**config.mk**
```make
export PLATFORM = sky130hd
export DESIGN_NAME = hazard_ctrl
export DESIGN_NICKNAME = d
export VERILOG_FILES = /design/src/rtl/hazard_ctrl.sv
export SDC_FILE = /design/constraint.sdc
export NUM_CORES = 1
export LEC_CHECK = 0
export CAP_MARGIN = 40
export CORE_MARGIN = 5
export CORE_UTILIZATION = 38
export DETAILED_ROUTE_END_ITERATION = 7
export GPL_TIMING_DRIVEN = 0
export PLACE_DENSITY = 0.85
export SLEW_MARGIN = 20
export SYNTH_ARGS = -nofsm -noshare
export SYNTH_HDL_FRONTEND = slang
export SYNTH_SLANG_ARGS = --single-unit
```
**constraint.sdc**
```tcl
create_clock -name clk -period 4.06 [get_ports clk]
set_clock_uncertainty 0.2 [all_clocks]
set_input_delay 0.812 -clock clk [delete_from_list [all_inputs] [get_ports clk]]
set_output_delay 0.812 -clock clk [all_outputs]
set_load 0.005 [all_outputs]
```
**src/rtl/hazard_ctrl.sv**
```systemverilog
// Hazard controller for the five-stage MIPS pipeline: load-use stall sequencing,
// memory-busy freeze, taken-branch flush, and a saturating stall-cycle counter.
module hazard_ctrl #(
  parameter int LOAD_STALL = 1,
  parameter int CNT_W      = 3,
  parameter int PERF_W     = 16
) (
  input  logic              clk,
  input  logic              rst,
  input  logic [31:0]       instruction_ir,
  input  logic [31:0]       instruction_lw,
  input  logic              mem_busy,
  input  logic              branch_taken,
  output logic              pc_write,
  output logic              if_id_write,
  output logic              if_id_flush,
  output logic              id_exe_write,
  output logic              id_exe_flush,
  output logic              exe_mem_write,
  output logic              stalling,
  output logic [PERF_W-1:0] stall_count
);

  localparam logic [5:0] OP_RTYPE = 6'b000000;
  localparam logic [5:0] OP_J     = 6'b000010;
  localparam logic [5:0] OP_JAL   = 6'b000011;
  localparam logic [5:0] OP_BEQ   = 6'b000100;
  localparam logic [5:0] OP_BNE   = 6'b000101;
  localparam logic [5:0] OP_LW    = 6'b100011;
  localparam logic [5:0] OP_SW    = 6'b101011;

  localparam bit             MULTI_STALL = (LOAD_STALL > 1);
  localparam logic [CNT_W-1:0] CNT_LOAD  = CNT_W'(LOAD_STALL - 1);
  localparam logic [CNT_W-1:0] CNT_ONE   = CNT_W'(1);

  typedef enum logic {IDLE, LU_STALL} state_t;

  state_t           state, state_next;
  logic [CNT_W-1:0] cnt, cnt_next;
  logic             is_load, use_rs, use_rt, hazard;
  logic [4:0]       lt, rs, rt;
  logic [5:0]       op;

  function automatic logic [PERF_W-1:0] sat_inc(input logic [PERF_W-1:0] v);
    return (&v) ? v : v + PERF_W'(1);
  endfunction

  // Fields of the load and the consumer that the hazard check never looks at.
  logic unused_bits;
  assign unused_bits = ^{instruction_lw[25:21], instruction_lw[15:0], instruction_ir[15:0]};

  assign is_load = (instruction_lw[31:26] == OP_LW);
  assign lt      = instruction_lw[20:16];
  assign op      = instruction_ir[31:26];
  assign rs      = instruction_ir[25:21];
  assign rt      = instruction_ir[20:16];

  // Which source fields the consumer actually reads; rt of an I-type is a destination.
  always_comb begin
    use_rs = 1'b1;
    use_rt = 1'b0;
    case (op)
      OP_RTYPE, OP_SW, OP_BEQ, OP_BNE: use_rt = 1'b1;
      OP_J, OP_JAL:                    use_rs = 1'b0;
      default:                         ;
    endcase
  end

  assign hazard = is_load && (lt != 5'd0) &&
                  ((use_rs && (rs == lt)) || (use_rt && (rt == lt)));

  always_ff @(posedge clk) begin
    if (rst) begin
      state <= IDLE;
      cnt   <= '0;
    end else begin
      state <= state_next;
      cnt   <= cnt_next;
    end
  end

  always_comb begin
    state_next = state;
    cnt_next   = cnt;
    if (mem_busy) begin
      state_next = state;
      cnt_next   = cnt;
    end else if (branch_taken) begin
      state_next = IDLE;
      cnt_next   = '0;
    end else if (state == LU_STALL) begin
      if (cnt > CNT_ONE) begin
        cnt_next = cnt - CNT_ONE;
      end else begin
        state_next = IDLE;
        cnt_next   = '0;
      end
    end else if (hazard && MULTI_STALL) begin
      state_next = LU_STALL;
      cnt_next   = CNT_LOAD;
    end
  end

  always_comb begin
    pc_write      = 1'b1;
    if_id_write   = 1'b1;
    id_exe_write  = 1'b1;
    exe_mem_write = 1'b1;
    if_id_flush   = 1'b0;
    id_exe_flush  = 1'b0;
    if (rst) begin
      pc_write = 1'b1;
    end else if (mem_busy) begin
      pc_write      = 1'b0;
      if_id_write   = 1'b0;
      id_exe_write  = 1'b0;
      exe_mem_write = 1'b0;
    end else if (branch_taken) begin
      if_id_flush  = 1'b1;
      id_exe_flush = 1'b1;
    end else if ((state == LU_STALL) || hazard) begin
      pc_write     = 1'b0;
      if_id_write  = 1'b0;
      id_exe_flush = 1'b1;
    end
  end

  assign stalling = (state == LU_STALL) && !rst;

  always_ff @(posedge clk) begin
    if (rst) begin
      stall_count <= '0;
    end else if (!pc_write) begin
      stall_count <= sat_inc(stall_count);
    end
  end

endmodule

```
# [Word-level counts from Yosys, hierarchy flattened]
# Cells that the tools add are included.
[totals] in_bits=68 mem_bits_ro=0 wordCells=54 out_inout_bits=23 latch_bits=0 n_memories=0 mem_bits_rw=0 regBits=20
[op_classes] n_eq_ne=8 n_lt_le_gt_ge=1 n_addsub=2 shift=0 n_mul=0 reduce_logical=16 n_mux=21 n_bitwise=3 div_mod_pow=0
[op_table] operator="1-bit two-way mux" n=18
[op_table] operator="16-bit by 1-bit adder with 16-bit output (second input constant)" n=1
[op_table] operator="16-bit AND reduction" n=1
[op_table] operator="6-bit by 2-bit == test with 1-bit output (second input constant)" n=2
[op_table] operator="6-bit by 3-bit == test with 1-bit output (second input constant)" n=2
[op_table] operator="6-bit == test (second input constant)" n=2
[op_table] operator="5-bit == test" n=2
[op_table] operator="3-bit two-way mux" n=3
[op_table] operator="6-bit zero test" n=1
[op_table] operator="1-bit logical AND" n=5
[op_table] operator="5-bit nonzero test" n=1
[op_table] operator="2-bit AND reduction" n=2
[op_table] operator="4-bit OR reduction" n=1
[op_table] operator="3-bit by 1-bit > comparator with 1-bit output (second input constant)" n=1
[op_table] operator="1-bit NOT" n=3
[op_table] operator="3-bit by 1-bit subtractor with 3-bit output (second input constant)" n=1
[op_table] operator="1-bit logical OR" n=2
[op_table] operator="2-bit nonzero test" n=1
[op_table] operator="2-bit OR reduction" n=1
[op_table] operator="1-bit zero test" n=1

# [Longest topological paths before layout]
# Gate-level depths: netlist of the first run.
[logic_depth] depth_word=13 ltp_mapped=9 mapped_depth_nobuf=7

# [Worst setup path after synthesis of the first run]
# Ideal clock, no wire load.
[synth_path] kind="in2out" start="in instruction_lw[17]" end="out pc_write" path_buffers=3 setup_slack_ns=0.830 t_arrival_ns=2.218 required_ns=3.048 stages=8 cell_sequence="or4_1 o211ai_1 a221oi_2 o21a_2 inv_2 buf_6 buf_8 buf_4"
[synth_via] elab_chain_cells=9
[synth_rtl] item="from (decl)" line="11" source="input logic [31:0] instruction_lw,"
[synth_rtl] item="5-bit == test" line="70" source="((use_rs && (rs == lt)) || (use_rt && (rt == lt)));"
[synth_rtl] item="1-bit logical AND" line="70"
[synth_rtl] item="1-bit logical OR" line="70"
[synth_rtl] item="1-bit logical AND *" line="69" source="assign hazard = is_load && (lt != 5'd0) &&"
[synth_rtl] item="1-bit logical OR *" line="121" source="end else if ((state == LU_STALL) || hazard) begin"
[synth_rtl] item="1-bit two-way mux * (4 in a row)"
[synth_rtl] item="to (decl)" line="14" source="output logic pc_write,"
# Every way passes the cells marked *; elsewhere a longest branch is shown, timed or not.

# [Worst setup path after layout of the first run]
[layout_path] start="in instruction_lw[17]" end="out if_id_write"
[layout_via] elab_chain_cells=9
[layout_rtl] item="5-bit == test" line="70"
[layout_rtl] item="1-bit logical AND" line="70"
[layout_rtl] item="1-bit logical OR" line="70"
[layout_rtl] item="1-bit logical AND *" line="69"
[layout_rtl] item="1-bit logical OR *" line="121"
[layout_rtl] item="1-bit two-way mux *" line="121"
[layout_rtl] item="1-bit two-way mux *" line="118" source="end else if (branch_taken) begin"
[layout_rtl] item="1-bit two-way mux *" line="113" source="end else if (mem_busy) begin"
[layout_rtl] item="1-bit two-way mux *" line="111" source="if (rst) begin"
[layout_rtl] item="to (decl)" line="15" source="output logic if_id_write,"
# Marks and branches as above.

==> results of run 1 <==
-- sequential cells by signal, indices dropped and copies added (netlist names) --
| register | count |
|---|---|
| cnt | 3 |
| state | 1 |
| stall_count | 16 |
-- power by group through the flow --
stage / Combinational (mW) / Sequential, mW / Clock [mW]
after floorplan: 0.0341 / 0.205 / 0
after global placement: 0.0785 / 0.205 / 0
after detailed placement: 0.0795 / 0.205 / 0
after CTS: 0.0798 / 0.201 / 0.168
after global routing: 0.0878 / 0.202 / 0.173
final: 0.0799 / 0.201 / 0.164
-- kinds of logic after synthesis --
logic type	Yosys count	synth area share
adders and majority gates	3	0.0278
muxes	1	0.00741
and+or+nand+nor	71	0.312
AOI/OAI and AO/OA	37	0.204
xor gates and xnor gates	12	0.0778
buffers and inverters	15	0.0750
DFF	20	0.296
-- layer usage --
metal / routed length (um) / vias up / global-route usage
met4: 27 / 0 / 0.0383
li1: - / 723 / -
met3: 143 / 2 / 0.0188
met2: 1670 / 31 / 0.242
met5: 0 / - / 0
met1: 1570 / 631 / 0.186
-- worst max-delay path by stage --
stage,to,slack (ns),cells after the start,startpoint
floorplan,pc_write,0.83,8,instruction_lw[17]
global placement,pc_write,-0.32,10,instruction_lw[18]
detailed placement,pc_write,-0.32,10,instruction_lw[17]
CTS,pc_write,0.07,9,instruction_lw[17]
global route,id_exe_flush,0.05,8,instruction_ir[27]
finish,if_id_write,0.20,8,instruction_lw[17]
-- cell type report --
cell class | instances | share of cell area
clock inverter | 1 | 0.0148
sequential | 20 | 0.198
tap | 46 | 0.0284
clock buffer | 3 | 0.0111
buffer | 6 | 0.0296
inverter | 8 | 0.0161
multi-input combinational | 124 | 0.431
timing repair buffer | 56 | 0.272
-- stage by stage --
step | power, mW | worst slack (ns) | hold slack (ns) | setup TNS, ns
4_1_cts | 0.449 | 0.0661 | 0.304 | 0
3_3_place_gp | 0.284 | -0.315 | 0.283 | -0.548
3_5_place_dp | 0.285 | -0.320 | 0.285 | -0.553
5_1_grt | 0.463 | 0.0525 | 0.356 | 0
6_report | 0.445 | 0.198 | 0.302 | 0
2_1_floorplan | 0.239 | 0.830 | 0.271 | 0
-- placed cells by master (no fill, tap or decap), types with 2 or more instances in the layout --
master           netlist  routed
clkdlybuf4s50_1        0      45
or4_1                 11      11
a211oi_1               2       2
clkbuf_4               0       3
dfxtp_1               20      20
or3_1                  2       2
and2_1                 2       2
a21oi_1                8       8
dlygate4sd2_1          0       6
nand2_1               15      15
and3_1                 6       6
nor2_1                10      10
ha_1                   3       3
dlymetal6s2s_1         0       2
o31ai_1                6       6
nor3_1                 3       3
buf_6                  3       2
nand4_1                4       4
buf_4                  3       6
o21ai_0                2       2
o21a_1                 2       2
xor2_1                 7       7
o41ai_1                2       2
nand3_1                4       4
xnor2_1                5       5
o311ai_0               6       6
inv_1                  7       7
o211ai_1               2       2
-- tightest hold or removal path, delay by kind of cell, from the launching register on --
kind | cells | cell delay [ns]
AOI/OAI and AO/OA | 2 | 0.12
DFF | 1 | 0.35
-- repair_timing --
item,CTS,global route
resized for setup,9,4
endpoints found under the hold margin,0,0
setup buffers,2,1
pin swaps,1,5
setup endpoints to repair,2,2
==> implementation parameters, run 1 <==
Parameter                              Value

Routing
  Detail Route Antenna Nets ... 0
  Drt via density ... about 5.3
  Number of detailed-route iterations in the first pass ... 4
  Vias after detailed routing ... ~1400
  Post-DR wirelength/cell ... 12.9 um
  Number of remaining DRC errors ... 0
  Number of design-rule violations left by the first detailed-router iteration ... 79
  Final WL ... between 3000 and 4000 um

Run status
  Result of the run ... completed

Worst hold path
  Worst min-delay path endpoint ... stall_count[9]$_SDFFE_PP0P_
  Cell depth of the worst min-delay path ... 2
  HP Start ... stall_count[9]$_SDFFE_PP0P_
  Worst hold path class ... reg2reg

Pwr
  Switching pwr ... 0.0994 mW
  Switching Share ... 0.223
  Leakage Power ... roughly 0.73 nW
  Total power per unit cell area ... ~220 mW/mm2
  Part of the power in the clock network ... 0.369
  Power share of the sequential group ... 0.452
  Int Pwr ... ~0.35 mW
  Power share of the combinational group ... 0.179
  Worst ir drop on vdd ... between 0.1 and 0.15 mV

Clocking
  Number of sinks on the clock net ... 20
  Maximum clock insertion buffer count ... 2
  Clock-pin slew reported for the worst setup and hold paths after clock tree synthesis ... between 0.1 and 0.15 ns
  Clock latency on the worst-skew pair ... 0.30 ns
  Hold buffer count at CTS ... 0
  Cts bufs inserted ... 3
  Root cell of the clock tree ... clkbuf_4
  CTS H-tree depth ... 1
  Clock tree from TritonCTS ... done

Timing
  Setup violation total in the final timing report ... 0
  Clock period minus final worst setup slack ... 3.86 ns
  Rel. slew slack ... 0.673
  Top achievable clock speed ... around 260 MHz
  Fin crit share ... 0.951
  Worst slew pin tran ... around 0.49 ns
  Number of pins with negative max-slew slack in the final report ... 0
  Count of final hold-check violations ... 0
  Unrepaired setup endpoints after global routing ... false

Critical path
  R2R cell count ... 7
  Classification of the worst setup path ... in2out
  Number of buffers and inverters on the critical path ... 4
  Cell family with most CP delay ... buffers and inverters
  Critical-path top delay cell ... or4_1
  Start of the worst register-to-register path ... stall_count[0]$_SDFFE_PP0P_
  Flop2flop setup slack ... between 1.5 and 2 ns
  Crit path max fanout ... 20
  Capturing element type of the critical path ... primary output
  Kind of start point of the critical path ... input port
  Critical path arrival ... 2.85 ns
  Cells along the critical path ... dlygate4sd2_1, or4_1, o211ai_1, a221oi_2, o21a_2, inv_4, buf_8, clkdlybuf4s50_1
  Critical R2R Capture ... stall_count[1]$_SDFFE_PP0P_
  Delay of the slowest cell on the worst path ... 0.53 ns
  Worst path required time ... slightly above 3 ns

Yosys
  Post-synth ARST share ... 0
  YS warnings ... 0
  Top-count cell post-synth ... dfxtp_1
  Synth top area cells ... dfxtp_1, or4_1, xor2_1
  Number of synthesized flops with an enable pin ... 0
  Mapped Cells ... about 160
  Synth cell count leaders ... dfxtp_1, nand2_1, or4_1
  Syn_area_per_cell ... ~8.5 um2
  Predominant post-synthesis flop cell ... dfxtp_1
  Cell type with the largest total area after synthesis ... dfxtp_1
  Distinct cells, synth ... 46
  Proportion of synthesized chip area in sequential cells ... 0.296
  Synthesized netlist net count ... 230
  Flip-flop and latch count after synthesis ... 20
  Mapped cell area ... 0.00135 mm2
  Post-synth top area share ... 0.296

Die
  Area of the die ... 0.00485 mm2
  Die Wd ... 69.6 um
  Count of pins on the block boundary ... ~90
  Row Count ... 21
  Initial core utilization ... 0.399
  Core Box Area ... around 0.0034 mm2
  Die Y-Extent ... 69.6 um

Layout
  Fillcell total ... just under 300
  Layout area overhead ... 49.9%
  Multi-input logic area ... 872 um2
  Share of the core filled with cells ... 0.598
  Design area ... between 0.002 and 0.0025 mm2
  # diodes ... 0
  Sequential cell area ... ~400 um2
  NumNets Final ... between 200 and 300
  Final Non-Filler Cells ... between 200 and 300
  Fraction of final layout cells with drive strength greater than 1 ... 0.124

GRT
  Antenna violations before repair ... 0
  Global-route wire length before repair ... slightly below 6000 um
  Vias in the first global route ... around 1300
  Total global-route track usage ... 0.141
  Maximum number of pins on one net before global-route repair ... 21
  Total gr overflow ... 0

Place
  Number of placed instances with taps included ... 258
  Post-detail-place hpwl ... ~2700 um
  Buffers on Ports ... 53
  Gpl congestion ... about 0.78
  Cell area reported after detailed placement ... about 0.0019 mm2

Run
  Number of max-cap violations ... 0
Power figures use the tool's default switching activity.
==> inputs of run 2 (changes only) <==
clock period = 4.6 ns   (was 4.06 ns; I/O delays follow)
==> run 2 against run 1 <==
Sequential power fell by 12%. Critical path depth rose by 2. Utilization fell by 0.63 points. Sequential share of layout area rose by 0.21 points. Global-route usage fell by 0.12 points. Count of clock-buffer cells in the layout did not move. Combinational power fell by 13%. Power fell by 12%. Via count fell by 0.22%. Critical path type unchanged.
==> implementation parameters, run 2 (same netlist as run 1, synthesis figures left out) <==
Parameter                              Value

Critical path
  Critical-path top delay cell ... clkdlybuf4s50_1
  Capturing element type of the critical path ... primary output
  Crit-path most repeated cell ... clkdlybuf4s50_1
  Kind of start point of the critical path ... input port
  Start of the worst register-to-register path ... stall_count[0]$_SDFFE_PP0P_
  Delay of the slowest cell on the worst path ... between 0.5 and 0.6 ns
  Worst path required time ... around 3.5 ns
  Crit path max fanout ... 11
  Cells along the critical path ... clkdlybuf4s50_1, nand2b_1, or2b_2, a31o_2, o21a_2, inv_4, buf_6, buf_8, buf_4, clkdlybuf4s50_1
  Classification of the worst setup path ... in2out
  Critical path origin ... mem_busy
  Critical path arrival ... roughly 3.4 ns

Routing
  Drt via density ... between 5 and 6
  Post-DR wirelength/cell ... ~13 um
  Vias after detailed routing ... between 1000 and 1500
  Final WL ... 3370 um
  Number of design-rule violations left by the first detailed-router iteration ... 86
  Detail Route Antenna Nets ... 0
  Number of remaining DRC errors ... 0
  Number of detailed-route iterations in the first pass ... 4

Worst hold path
  HP Start ... stall_count[9]$_SDFFE_PP0P_
  Worst hold path class ... reg2reg

Layout
  Number of flip-flops in the largest register ... 16
  NumNets Final ... 288
  Top library cells by usage in the layout, fill and taps aside ... clkdlybuf4s50_1, dfxtp_1, nand2_1
  Share of the core filled with cells ... 0.591
  Fraction of final layout cells with drive strength greater than 1 ... 0.106
  Largest register by flop count ... stall_count
  # diodes ... 0
  Largest registers ranked by flip-flop count ... stall_count (16), cnt (3), state (1)
  Most frequent standard cell in the layout excluding fill and tap cells ... clkdlybuf4s50_1
  Layout area overhead ... 48.3%

Timing
  Rel. slew slack ... 0.666
  Worst slew pin tran ... between 0.4 and 0.5 ns
  Clock period minus final worst setup slack ... ~4.5 ns
  Final total negative setup slack ... 0 ns
  Number of pins with negative max-slew slack in the final report ... 0
  Top achievable clock speed ... approximately 220 MHz
  Crit path setup slack, layout ... about 0.13 ns
  Count of final hold-check violations ... 0
  Unrepaired setup endpoints after global routing ... false
  Setup violation total in the final timing report ... 0
  Fin crit share ... 0.971

Clocking
  Cts bufs inserted ... 3
  Clock tree from TritonCTS ... done
  CTS H-tree depth ... 1
  Clock latency on the worst-skew pair ... approximately 0.31 ns
  Clock-pin slew reported for the worst setup and hold paths after clock tree synthesis ... ~0.13 ns
  Maximum clock insertion buffer count ... 2
  Root cell of the clock tree ... clkbuf_4
  Number of sinks on the clock net ... 20

Run
  Number of max-cap violations ... 0

Run status
  Result of the run ... completed

GRT
  Antenna violations before repair ... 0
  Total global-route track usage ... 0.140
  Vias in the first global route ... 1319
  Global-route wire length before repair ... 5870 um
  Total gr overflow ... 0
  Maximum number of pins on one net before global-route repair ... 13

Pwr
  Overall power after layout ... between 0.3 and 0.4 mW
  Worst ir drop on vdd ... 0.108 mV
  Total power per unit cell area ... roughly 200 mW/mm2
  Leakage Power ... about 0.73 nW

Die
  Area of the die ... a little under 0.005 mm2
  Die Wd ... approximately 70 um
  Die Y-Extent ... around 70 um
  Initial core utilization ... 0.399
  Count of pins on the block boundary ... 91
  Core Box Area ... between 0.003 and 0.004 mm2
  Row Count ... 21

Place
  Pre-CTS worst setup slack ... approximately 0.0043 ns
  Post-detail-place hpwl ... approximately 2700 um
  Buffers on Ports ... 53
  Gpl congestion ... 0.777
[run 2: changes by cell type in the layout (fill, tap and decap cells not counted), sizes merged]
| cell | delta |
|---|---|
| dlymetal6s2s | +2 |
| clkdlybuf4s50 | +4 |
| buf | -2 |
| dlygate4sd2 | -6 |
[run 2: what timing repair did]
action / CTS / global route
hold buffers: 0 / 0
buffers inserted: 0 / 0
gates cloned: 0 / 0
endpoints found under the setup margin: 1 / 1
pin swaps: 1 / 1
gates resized for setup: 1 / 4
[run 2: where the power goes]
part	internal, mW	switching [mW]
Sequential	0.175	0.00200
Clock	0.0880	0.0570
Combinational	0.0425	0.0273
[run 2: critical path, delay by kind of cell]
| kind | cells | cell delay (ns) |
|---|---|---|
| and+or+nand+nor | 2 | 0.48 |
| buffers and inverters | 6 | 1.49 |
| AOI/OAI and AO/OA | 2 | 0.46 |
[run 2: through the flow]
stage                     hold WS [ns]  cells  cell area, um2
final                            0.302    262            2000
after global routing             0.356    262            2000
after CTS                        0.304    262            1990
after detailed placement         0.285    258            1940
after global placement           0.283    258            1940
after floorplan                  0.271    159            1350
[run 2: path summary, 6_finish.rpt]
| path | to | slack, ns | cells past startpoint |
|---|---|---|---|
| worst max-delay path | pc_write | 0.13 | 10 |
| worst min-delay path | stall_count[9]$_SDFFE_PP0P_ | 0.30 | 2 |
| worst max register to register | stall_count[1]$_SDFFE_PP0P_ | 2.30 | 7 |
| worst min register to register | stall_count[9]$_SDFFE_PP0P_ | 0.30 | 2 |
[run 2: final cells by class]
type	instances	area, um2
sequential	20	400
clock inverter	1	30.0
clock buffer	3	22.5
multi-input combinational	124	850
timing repair buffer	53	541
buffer	7	71.3
inverter	8	32.5
tap	46	57.6
fill	300	1390
[run 2: metal layers]
metal,track usage,up-vias,share of wire
met4,0.0383,0,0.0080
met2,0.239,25,0.50
met1,0.185,637,0.46
li1,-,720,-
met5,0,-,0
met3,0.0174,2,0.035
==> inputs of run 3 (changes only) <==
MAX_ROUTING_LAYER = met4   (was not set)
==> run 3 against run 2 <==
Sequential cell count unchanged. Die area unchanged. Critical path depth unchanged. Register-to-register slack about the same. Largest power group unchanged. Highest routed layer unchanged.
==> implementation parameters, run 3 (same netlist as run 1, synthesis figures left out) <==
Parameter                              Value

Timing
  Crit path setup slack, layout ... approximately 0.13 ns
  Worst slew pin tran ... roughly 0.5 ns
  Count of final hold-check violations ... 0
  Clock period minus final worst setup slack ... between 4 and 5 ns
  Fin crit share ... 0.972
  Setup violation total in the final timing report ... 0
  Top achievable clock speed ... around 220 MHz
  Rel. slew slack ... 0.666
  Final total negative setup slack ... 0 ns
  Unrepaired setup endpoints after global routing ... false
  Number of pins with negative max-slew slack in the final report ... 0

Layout
  Top library cells by usage in the layout, fill and taps aside ... clkdlybuf4s50_1, dfxtp_1, nand2_1
  Most frequent standard cell in the layout excluding fill and tap cells ... clkdlybuf4s50_1
  Number of flip-flops in the largest register ... 16
  Largest registers ranked by flip-flop count ... stall_count (16), cnt (3), state (1)
  Largest register by flop count ... stall_count
  Fillcell total ... 300
  Fraction of final layout cells with drive strength greater than 1 ... 0.106
  Layout area overhead ... 48.3%
  NumNets Final ... between 200 and 300
  # diodes ... 0

Critical path
  Delay of the slowest cell on the worst path ... 0.51 ns
  Critical path arrival ... between 3 and 4 ns
  Cell family with most CP delay ... buffers and inverters
  Kind of start point of the critical path ... input port
  Classification of the worst setup path ... in2out
  Start of the worst register-to-register path ... stall_count[0]$_SDFFE_PP0P_
  Critical path origin ... mem_busy
  R2R cell count ... 7
  Capturing element type of the critical path ... primary output
  Crit-path most repeated cell ... clkdlybuf4s50_1
  Worst path required time ... around 3.5 ns
  Endpoint of the most critical setup path ... pc_write
  Crit path max fanout ... 11
  Cells along the critical path ... clkdlybuf4s50_1, nand2b_1, or2b_2, a31o_2, o21a_2, inv_4, buf_6, buf_8, buf_4, clkdlybuf4s50_1
  Number of buffers and inverters on the critical path ... 6
  Worst path depth ... 10
  Critical R2R Capture ... stall_count[1]$_SDFFE_PP0P_
  Flop2flop setup slack ... ~2.3 ns
  Critical-path top delay cell ... clkdlybuf4s50_1

Routing
  Detail Route Antenna Nets ... 0
  Number of detailed-route iterations in the first pass ... 4
  Vias after detailed routing ... 1385
  Post-DR wirelength/cell ... 12.9 um
  Final WL ... 3380 um
  Number of remaining DRC errors ... 0
  Number of design-rule violations left by the first detailed-router iteration ... between 100 and 150
  Drt via density ... roughly 5.3

Die
  Die Y-Extent ... roughly 70 um
  Initial core utilization ... 0.399
  Core Box Area ... roughly 0.0034 mm2
  Count of pins on the block boundary ... 91
  Die Wd ... roughly 70 um
  Area of the die ... just under 0.005 mm2
  Row Count ... 21

Place
  Post-detail-place hpwl ... about 2700 um
  Gpl congestion ... just under 0.8
  Buffers on Ports ... 53
  Pre-CTS worst setup slack ... around 0.0043 ns

Clocking
  Maximum clock insertion buffer count ... 2
  Clock latency on the worst-skew pair ... about 0.31 ns
  Number of sinks on the clock net ... 20
  Clock tree from TritonCTS ... done
  Hold buffer count at CTS ... 0
  CTS H-tree depth ... 1
  Cts bufs inserted ... 3
  Root cell of the clock tree ... clkbuf_4
  Clock-pin slew reported for the worst setup and hold paths after clock tree synthesis ... ~0.13 ns

GRT
  Antenna violations before repair ... 0
  Vias in the first global route ... approximately 1300
  Maximum number of pins on one net before global-route repair ... 13
  Total gr overflow ... 0
  Total global-route track usage ... 0.144
  Global-route wire length before repair ... about 5900 um

Pwr
  Worst ir drop on vdd ... 0.108 mV
  Total power per unit cell area ... slightly below 200 mW/mm2
  Leakage Power ... between 0.7 and 0.8 nW

Worst hold path
  Worst hold path class ... reg2reg

Run status
  Result of the run ... completed

Run
  Number of max-cap violations ... 0
==> run 3: how the worst min path moves through the flow <==
| stage | startpoint | endpoint | slack [ns] | cells past startpoint |
|---|---|---|---|---|
| final | stall_count[9]$_SDFFE_PP0P_ | stall_count[9]$_SDFFE_PP0P_ | 0.30 | 2 |
| after global routing | stall_count[9]$_SDFFE_PP0P_ | stall_count[9]$_SDFFE_PP0P_ | 0.36 | 2 |
| after CTS | stall_count[9]$_SDFFE_PP0P_ | stall_count[9]$_SDFFE_PP0P_ | 0.30 | 2 |
| after detailed placement | stall_count[9]$_SDFFE_PP0P_ | stall_count[9]$_SDFFE_PP0P_ | 0.29 | 2 |
| after global placement | stall_count[9]$_SDFFE_PP0P_ | stall_count[9]$_SDFFE_PP0P_ | 0.28 | 2 |
| after floorplan | cnt[1]$_SDFFE_PP0P_ | cnt[1]$_SDFFE_PP0P_ | 0.27 | 2 |
==> run 3: what timing repair did <==
action,CTS,global route
setup buffers,0,0
cloned,0,0
pin swaps,1,1
resized for setup,1,4
setup endpoints to repair,1,1
==> run 3: cell type report <==
type | instances | area [um2] | share of cell area
tap | 46 | 57.6 | 0.0287
clock inverter | 1 | 30.0 | 0.0150
sequential | 20 | 400 | 0.200
multi-input combinational | 124 | 850 | 0.424
inverter | 8 | 32.5 | 0.0162
buffer | 7 | 71.3 | 0.0356
timing repair buffer | 53 | 541 | 0.270
clock buffer | 3 | 22.5 | 0.0112
==> run 3: tightest hold or removal path, cell delays in order (launching register included) <==
cell	delay (ns)
dfxtp_1	0.35
o31ai_1	0.07
a21oi_1	0.05
==> run 3: report_power, final <==
group	internal, mW	switching, mW
clock network	0.0880	0.0570
logic	0.0425	0.0274
registers	0.175	0.00200
==> run 3: per-layer routing <==
metal  GRT usage  routed length [um]  vias up  share of wire
li1            -                   -      719              -
met1       0.188                1570      639           0.47
met2       0.239                1680       25           0.50
met3      0.0130                  98        2          0.029
met4      0.0383                  27        0         0.0080
met5           -                   0        -              0
==> run 3: per-stage QoR <==
| step | hold WS [ns] | std cells | total power [mW] | area, um2 | utilization |
|---|---|---|---|---|---|
| after floorplan | 0.271 | 159 | 0.211 | 1350 | - |
| after global placement | 0.283 | 258 | 0.250 | 1940 | 0.572 |
| after detailed placement | 0.285 | 258 | 0.252 | 1940 | 0.572 |
| after CTS | 0.304 | 262 | 0.397 | 1990 | 0.588 |
| after global routing | 0.356 | 262 | 0.408 | 2000 | 0.591 |
| final | 0.302 | 262 | 0.392 | 2000 | 0.591 |
